===== config.mk =====
export PLATFORM = sky130hd
export DESIGN_NAME = mult_accum_flat
export DESIGN_NICKNAME = d
export VERILOG_FILES = /design/src/rtl/mult_accum_pkg.sv /design/src/rtl/mult_accum_if.sv /design/src/rtl/mult_accum.sv /design/src/flat_wrapper.sv
export SDC_FILE = /design/constraint.sdc
export NUM_CORES = 1
export LEC_CHECK = 0
export CAP_MARGIN = 15
export CORE_MARGIN = 2
export CORE_UTILIZATION = 46
export CTS_BUF_LIST = sky130_fd_sc_hd__clkbuf_8
export CTS_CLUSTER_SIZE = 30
export DETAILED_ROUTE_END_ITERATION = 10
export GPL_ROUTABILITY_DRIVEN = 0
export PLACE_DENSITY = 0.86
export SLEW_MARGIN = 20
export SYNTH_ARGS = -nofsm -noshare
export SYNTH_HDL_FRONTEND = slang
export SYNTH_SLANG_ARGS = --single-unit

===== constraint.sdc =====
create_clock -name clk -period 1.8 [get_ports clk]
set_clock_uncertainty 0.05 [all_clocks]
set_input_delay 0.27 -clock clk [delete_from_list [all_inputs] [get_ports clk]]
set_output_delay 0.27 -clock clk [all_outputs]
set_load 0.02 [all_outputs]

===== src/rtl/mult_accum_pkg.sv =====
// Shared definitions for the multiply-accumulate block.
//   ACC_W  : accumulator / result width
//   CNT_W  : term count and term counter width
//   PROD_W : width of the unsigned product from the 4x4 multiplier
//   state_t: controller states (IDLE=0, ACCUM=1, DONE=2)
package mult_accum_pkg;

    localparam int ACC_W  = 12;
    localparam int CNT_W  = 4;
    localparam int PROD_W = 8;

    typedef enum logic [1:0] {
        IDLE  = 2'd0,
        ACCUM = 2'd1,
        DONE  = 2'd2
    } state_t;

endpackage


===== src/rtl/mult_accum_if.sv =====
// Handshake bundle between the multiply-accumulate block and its parent.
//   start/n_terms         : run request and number of products to sum
//   prod/prod_valid/ready : product stream from the multiplier stage
//   acc_out/out_valid/ready: completed result handshake
//   busy                  : block is not idle
// master = parent side, slave = mult_accum side.
interface mult_accum_if #(
    parameter int ACC_W = mult_accum_pkg::ACC_W,
    parameter int CNT_W = mult_accum_pkg::CNT_W
);
    import mult_accum_pkg::*;

    logic              start;
    logic [CNT_W-1:0]  n_terms;
    logic [PROD_W-1:0] prod;
    logic              prod_valid;
    logic              prod_ready;
    logic [ACC_W-1:0]  acc_out;
    logic              out_valid;
    logic              out_ready;
    logic              busy;

    modport master (
        output start, n_terms, prod, prod_valid, out_ready,
        input  prod_ready, acc_out, out_valid, busy
    );

    modport slave (
        input  start, n_terms, prod, prod_valid, out_ready,
        output prod_ready, acc_out, out_valid, busy
    );

endinterface


===== src/rtl/mult_accum.sv =====
// Sums n_terms unsigned 8-bit products into an ACC_W-bit accumulator.
// Ports:
//   clk   : rising-edge clock
//   rst_n : asynchronous active-low reset
//   bus   : mult_accum_if slave (start/n_terms, prod stream, result handshake, busy)
// A run is started from IDLE, accepts products in ACCUM, and holds the
// result in DONE until out_ready. All outputs decode registered state only.
module mult_accum #(
    parameter int ACC_W = 12,
    parameter int CNT_W = 4
) (
    input  logic         clk,
    input  logic         rst_n,
    mult_accum_if.slave  bus
);
    import mult_accum_pkg::*;

    state_t            state;
    state_t            state_nxt;
    logic [ACC_W-1:0]  acc;
    logic [CNT_W-1:0]  cnt;
    logic [CNT_W-1:0]  n_lat;
    logic [CNT_W-1:0]  last_idx;
    logic              xfer;

    // Modulo-2^ACC_W add of a zero-extended product.
    function automatic logic [ACC_W-1:0] acc_add(
        input logic [ACC_W-1:0]  a,
        input logic [PROD_W-1:0] p
    );
        return a + {{(ACC_W-PROD_W){1'b0}}, p};
    endfunction

    assign last_idx = n_lat - CNT_W'(1);
    assign xfer     = (state == ACCUM) && bus.prod_valid;

    always_comb begin
        state_nxt = state;
        case (state)
            IDLE: begin
                if (bus.start)
                    state_nxt = (bus.n_terms == '0) ? DONE : ACCUM;
            end
            ACCUM: begin
                if (bus.prod_valid && (cnt == last_idx))
                    state_nxt = DONE;
            end
            DONE: begin
                if (bus.out_ready)
                    state_nxt = IDLE;
            end
            default: state_nxt = IDLE;
        endcase
    end

    always_ff @(posedge clk or negedge rst_n) begin
        if (!rst_n) begin
            state <= IDLE;
            acc   <= '0;
            cnt   <= '0;
            n_lat <= '0;
        end else begin
            state <= state_nxt;
            if ((state == IDLE) && bus.start) begin
                acc   <= '0;
                cnt   <= '0;
                n_lat <= bus.n_terms;
            end else if (xfer) begin
                acc <= acc_add(acc, bus.prod);
                cnt <= cnt + CNT_W'(1);
            end
        end
    end

    assign bus.prod_ready = (state == ACCUM);
    assign bus.out_valid  = (state == DONE);
    assign bus.busy       = (state != IDLE);
    assign bus.acc_out    = acc;

endmodule


===== src/flat_wrapper.sv =====
// flat-port wrapper written by rule: the top's interface ports become plain ports
module mult_accum_flat import mult_accum_pkg::*;
#(
    parameter int ACC_W = 12,
    parameter int CNT_W = 4
)
  (clk, rst_n, bus_start, bus_n_terms, bus_prod, bus_prod_valid, bus_out_ready, bus_prod_ready, bus_acc_out, bus_out_valid, bus_busy);
  mult_accum_if #(.ACC_W(ACC_W), .CNT_W(CNT_W)) bus_i ();
  input  logic clk;
  input  logic rst_n;
  input wire logic [$bits(bus_i.start)-1:0] bus_start;
  input wire logic [$bits(bus_i.n_terms)-1:0] bus_n_terms;
  input wire logic [$bits(bus_i.prod)-1:0] bus_prod;
  input wire logic [$bits(bus_i.prod_valid)-1:0] bus_prod_valid;
  input wire logic [$bits(bus_i.out_ready)-1:0] bus_out_ready;
  output wire logic [$bits(bus_i.prod_ready)-1:0] bus_prod_ready;
  output wire logic [$bits(bus_i.acc_out)-1:0] bus_acc_out;
  output wire logic [$bits(bus_i.out_valid)-1:0] bus_out_valid;
  output wire logic [$bits(bus_i.busy)-1:0] bus_busy;
  assign bus_i.start = bus_start;
  assign bus_i.n_terms = bus_n_terms;
  assign bus_i.prod = bus_prod;
  assign bus_i.prod_valid = bus_prod_valid;
  assign bus_i.out_ready = bus_out_ready;
  assign bus_prod_ready = bus_i.prod_ready;
  assign bus_acc_out = bus_i.acc_out;
  assign bus_out_valid = bus_i.out_valid;
  assign bus_busy = bus_i.busy;
  mult_accum #(.ACC_W(ACC_W), .CNT_W(CNT_W)) u_core (.clk(clk), .rst_n(rst_n), .bus(bus_i));
endmodule

==> metrics.md <==
| Metric | Value |
|---|---|
| Num CTS Buffers | 3 |
| Number of synthesized register bits | 22 |
| Post-DR wirelength/cell | 16.22 um |
| Worst setup startpoint | u_core.bus.acc_out[0] |
| Worst-margin pin slew | around 0.46 ns |
| Max-Cap Viols | 0 |
| RSZ-0062 raised after global routing | yes |
| Worst-path cell chain | ha_4, inv_2, fa_2, nand2b_4, a21oi_4, o21a_1, or3_1, a32o_1 |
| Syn Area/Cell | 10.08 um^2 |
| CP peak stage delay | 0.43 ns |
| CP Capture Type | flip-flop |
| Netlist cell types | 36 |
| Combinational share of power | 0.621 |
| Most common library cells after synthesis | 22 x dfrtp_1, 12 x nand2_1, 12 x nor2_1, 10 x ha_1, 10 x o21ai_0 |
| Vias | about 1300 |
| Worst Path Max Fanout | 4 |
| R2r setup slk | -0.1 ns |
| TritonCTS clock tree | done |
| Root Driver | clkbuf_8 |
| Tot GR Track Use | 0.2354 |
| Fraction of layout cells with a size suffix above 1 | 0.3467 |
| Area growth from synthesis to layout | 56.89% |
| R2r endpoint | u_core.bus.acc_out[6] |
| Mapped Area | 1361 um^2 |
| Chip height | 58.40 um |
| Fmax achieved | 0.5267 GHz |
| Ranking of synthesized cells by area | dfrtp_1 40%, ha_1 9.2%, xor2_1 5.8%, o21ai_0 3.7%, nand2_1 3.3% |
| Vias in the first global route | 1341 |
| Worst relative slew slack | 0.6910 |
| Final Slew Violations | 0 |
| Largest delay share family, worst path | compound AO/OA/AOI/OAI gates |
| Die X | slightly below 60 um |
| Depth of the CTS H-tree | 1 |
| Cell Int Power | between 2 and 2.5 mW |
| Final Hold Viols | 0 |
| Min-delay worst type | primary input to asynchronous set/reset pin |
| Crit Path Class | flip-flop to flip-flop |
| Initial antenna violation count | 0 |
| Failing checks | setup timing |
| IO buf count | 31 |
| Cell area power density | 1745 nW/um^2 |
| Pin count of the biggest net entering global routing | 23 |
| Setup slack after layout | -0.09853 ns |
| Clk sinks | 22 |
| Async SR Flop Fraction | 1.000 |
| NetSw | 1.522 mW |
| Critical Path Stages | 8 |
| Starting Density | 0.4894 |
| GRT overflow | 0 |
| Synth top area share | 0.4044 |
| DR DRC count | 0 |
| IR drop worst, VDD | 0.001433 V |
| Worst setup path endpoint | u_core.bus.acc_out[6] |
| Cts hold-fix bufs | 0 |
| Die ar. | ~3400 um^2 |
| CP bufs+invs | 1 |
| Routed Antenna Nets | 0 |
| Crit start category | flip-flop |
| Mapped Cells | 135 |
| Syn nets | 163 |
| Fillers | 186 |
| Area of the multi-input gates | 910.9 um^2 |
| Final setup TNS | -0.2247 ns |
| Clk pin slew, worst setup/hold paths | 0.09 ns |
| Most frequent cell after synthesis | dfrtp_1 |
| Placed Area | 1926 um^2 |
| Clock buffer depth | 2 |
| Total wire length | 3731 um |
| Detailed Route Iter0 Violations | 32 |
| Net switching share of the total power | 0.4083 |
| First-pass DRT Iterations | 4 |
| Std-Cell Rows | 19 |
| First-pass GRT wire length | between 6000 and 7000 um |
| Final setup vio count | 5 |
| Worst EP required | about 1.9 ns |
| I/O pin cnt | 32 |
| Post-synth EDFFs | 0 |
| Post-synthesis sequential area ratio | 0.4044 |
| R2R cell count | 8 |
| Final Cycle Share | 1.055 |
| Seq. cell area | approximately 560 um^2 |
| Core Area | 2781 um^2 |
| Insertion delay to the later sink of the worst-skew pair | around 0.27 ns |
| Clock power share | 0.128 |
| Top_reg_cell synth | dfrtp_1 |
| Final HPWL DP | approximately 2600 um |
| Reg2Reg Launch Point | u_core.bus.acc_out[0] |
| Area leader, netlist | dfrtp_1 |
| Vias/cell | a little under 6 |
| Synth warn | 0 |
| Period minus WS final | 1.899 ns |
| Leakage | ~0.93 nW |
| CP max stage cell | dfrtp_2 |
| Status | finished with violations |
| Nets | 228 |
| Seq pwr share | 0.251 |
| Ant. Diodes | 0 |
| Design area | 2136 um^2 |
| Worst endpoint data arrival time | 2.02 ns |
==> timing repair <==
action                                  4_1_cts  5_1_grt
setup buffers                                 3        7
pin swaps                                    11       16
endpoints found under the setup margin       12       10
resized for setup                            17        8
==> how the worst min path moves through the flow <==
| stage | start | to | slack [ns] | cells past startpoint |
|---|---|---|---|---|
| 2_1_floorplan | rst_n | u_core.bus.acc_out[0] | -0.08 | 0 |
| 3_3_place_gp | u_core.bus.acc_out[7] | u_core.bus.acc_out[7] | 0.45 | 2 |
| 3_5_place_dp | u_core.bus.acc_out[7] | u_core.bus.acc_out[7] | 0.46 | 2 |
| 4_1_cts | rst_n | u_core.bus.acc_out[3] | 0.31 | 2 |
| 5_1_grt | rst_n | u_core.bus.acc_out[3] | 0.31 | 2 |
| 6_report | rst_n | u_core.bus.acc_out[5] | 0.29 | 2 |
==> per-stage QoR <==
| stage | hold slack (ns) | power, mW | utilization | cells | setup WS (ns) |
|---|---|---|---|---|---|
| 5_1_grt | 0.3099 | 3.962 | 0.7679 | 230 | -0.2081 |
| 3_5_place_dp | 0.4577 | 2.904 | 0.6923 | 216 | -0.5235 |
| 3_3_place_gp | 0.4528 | 2.788 | 0.6923 | 216 | -0.4516 |
| 6_report | 0.2936 | 3.727 | 0.7679 | 230 | -0.09853 |
| 4_1_cts | 0.3112 | 3.566 | 0.7436 | 223 | -0.1130 |
| 2_1_floorplan | -0.07559 | 2.109 | - | 135 | -0.08606 |
==> cell usage in the layout, fill, tap and decap left out, types with 2 or more instances in the layout <==
master           Yosys  layout
nand2_1             12      12
a22o_1               3       3
clkbuf_8             0       3
inv_1                7       5
nand2b_1             4       3
ha_1                10       4
nand3_1              3       2
nand4_1              2       2
nor2_4               2       2
inv_2                0       2
dlygate4sd2_1        0       8
clkdlybuf4s50_1      0      23
dfrtp_1             22      18
buf_4                0      31
o21ai_1              1       4
xor2_1               9       9
a21oi_1              5       2
and2b_2              2       2
dfrtp_2              0       4
mux2_2               3       3
or3_1                2       2
nor2_1              12      12
o21ai_0             10       6
o211ai_1             3       3
ha_4                 0       5
a21oi_2              0       2
xnor2_1              5       4
==> worst register-to-register path, cell delays in order, from the launching register on <==
cell and delay, ns:
dfrtp_2 0.43, ha_4 0.16, inv_2 0.05, fa_2 0.19, nand2b_4 0.14, a21oi_4 0.07
o21a_1 0.18, or3_1 0.30, a32o_1 0.23
==> power groups by stage <==
| stage | combinational, mW | clock, mW | sequential (mW) |
|---|---|---|---|
| floorplan | 1.10 | 0 | 1.01 |
| global placement | 1.88 | 0 | 0.907 |
| detailed placement | 1.98 | 0 | 0.925 |
| CTS | 2.16 | 0.477 | 0.930 |
| global route | 2.50 | 0.505 | 0.959 |
| finish | 2.31 | 0.475 | 0.937 |
==> sequential cells by signal (all words and copies together) (netlist names) <==
signal              cells
u_core.cnt              4
u_core.n_lat            4
u_core.bus.acc_out     12
u_core.state            2
==> metal layers <==
| metal | GRT usage | share of wire |
|---|---|---|
| met5 | 0 | 0 |
| met1 | 0.2570 | 0.39 |
| met2 | 0.4478 | 0.53 |
| met3 | 0.05055 | 0.059 |
| met4 | 0.07309 | 0.019 |
==> layout make-up <==
class | instances | share of cell area
repair buffers | 62 | 0.2496
well taps | 31 | 0.01816
multi-input cells | 104 | 0.4265
clock buffers | 3 | 0.01933
clock inverters | 1 | 0.01406
flip-flops and latches | 22 | 0.2601
inverters | 7 | 0.01230
==> kinds of logic after synthesis <==
logic type	after synthesis	synth area share
compound gates	31	0.1636
xor+xnor	14	0.09008
fa+ha+maj	11	0.1066
buf+inv	9	0.02666
flops	22	0.4044
mux	3	0.02481
simple gates	45	0.1838
Power figures use the tool's default switching activity.
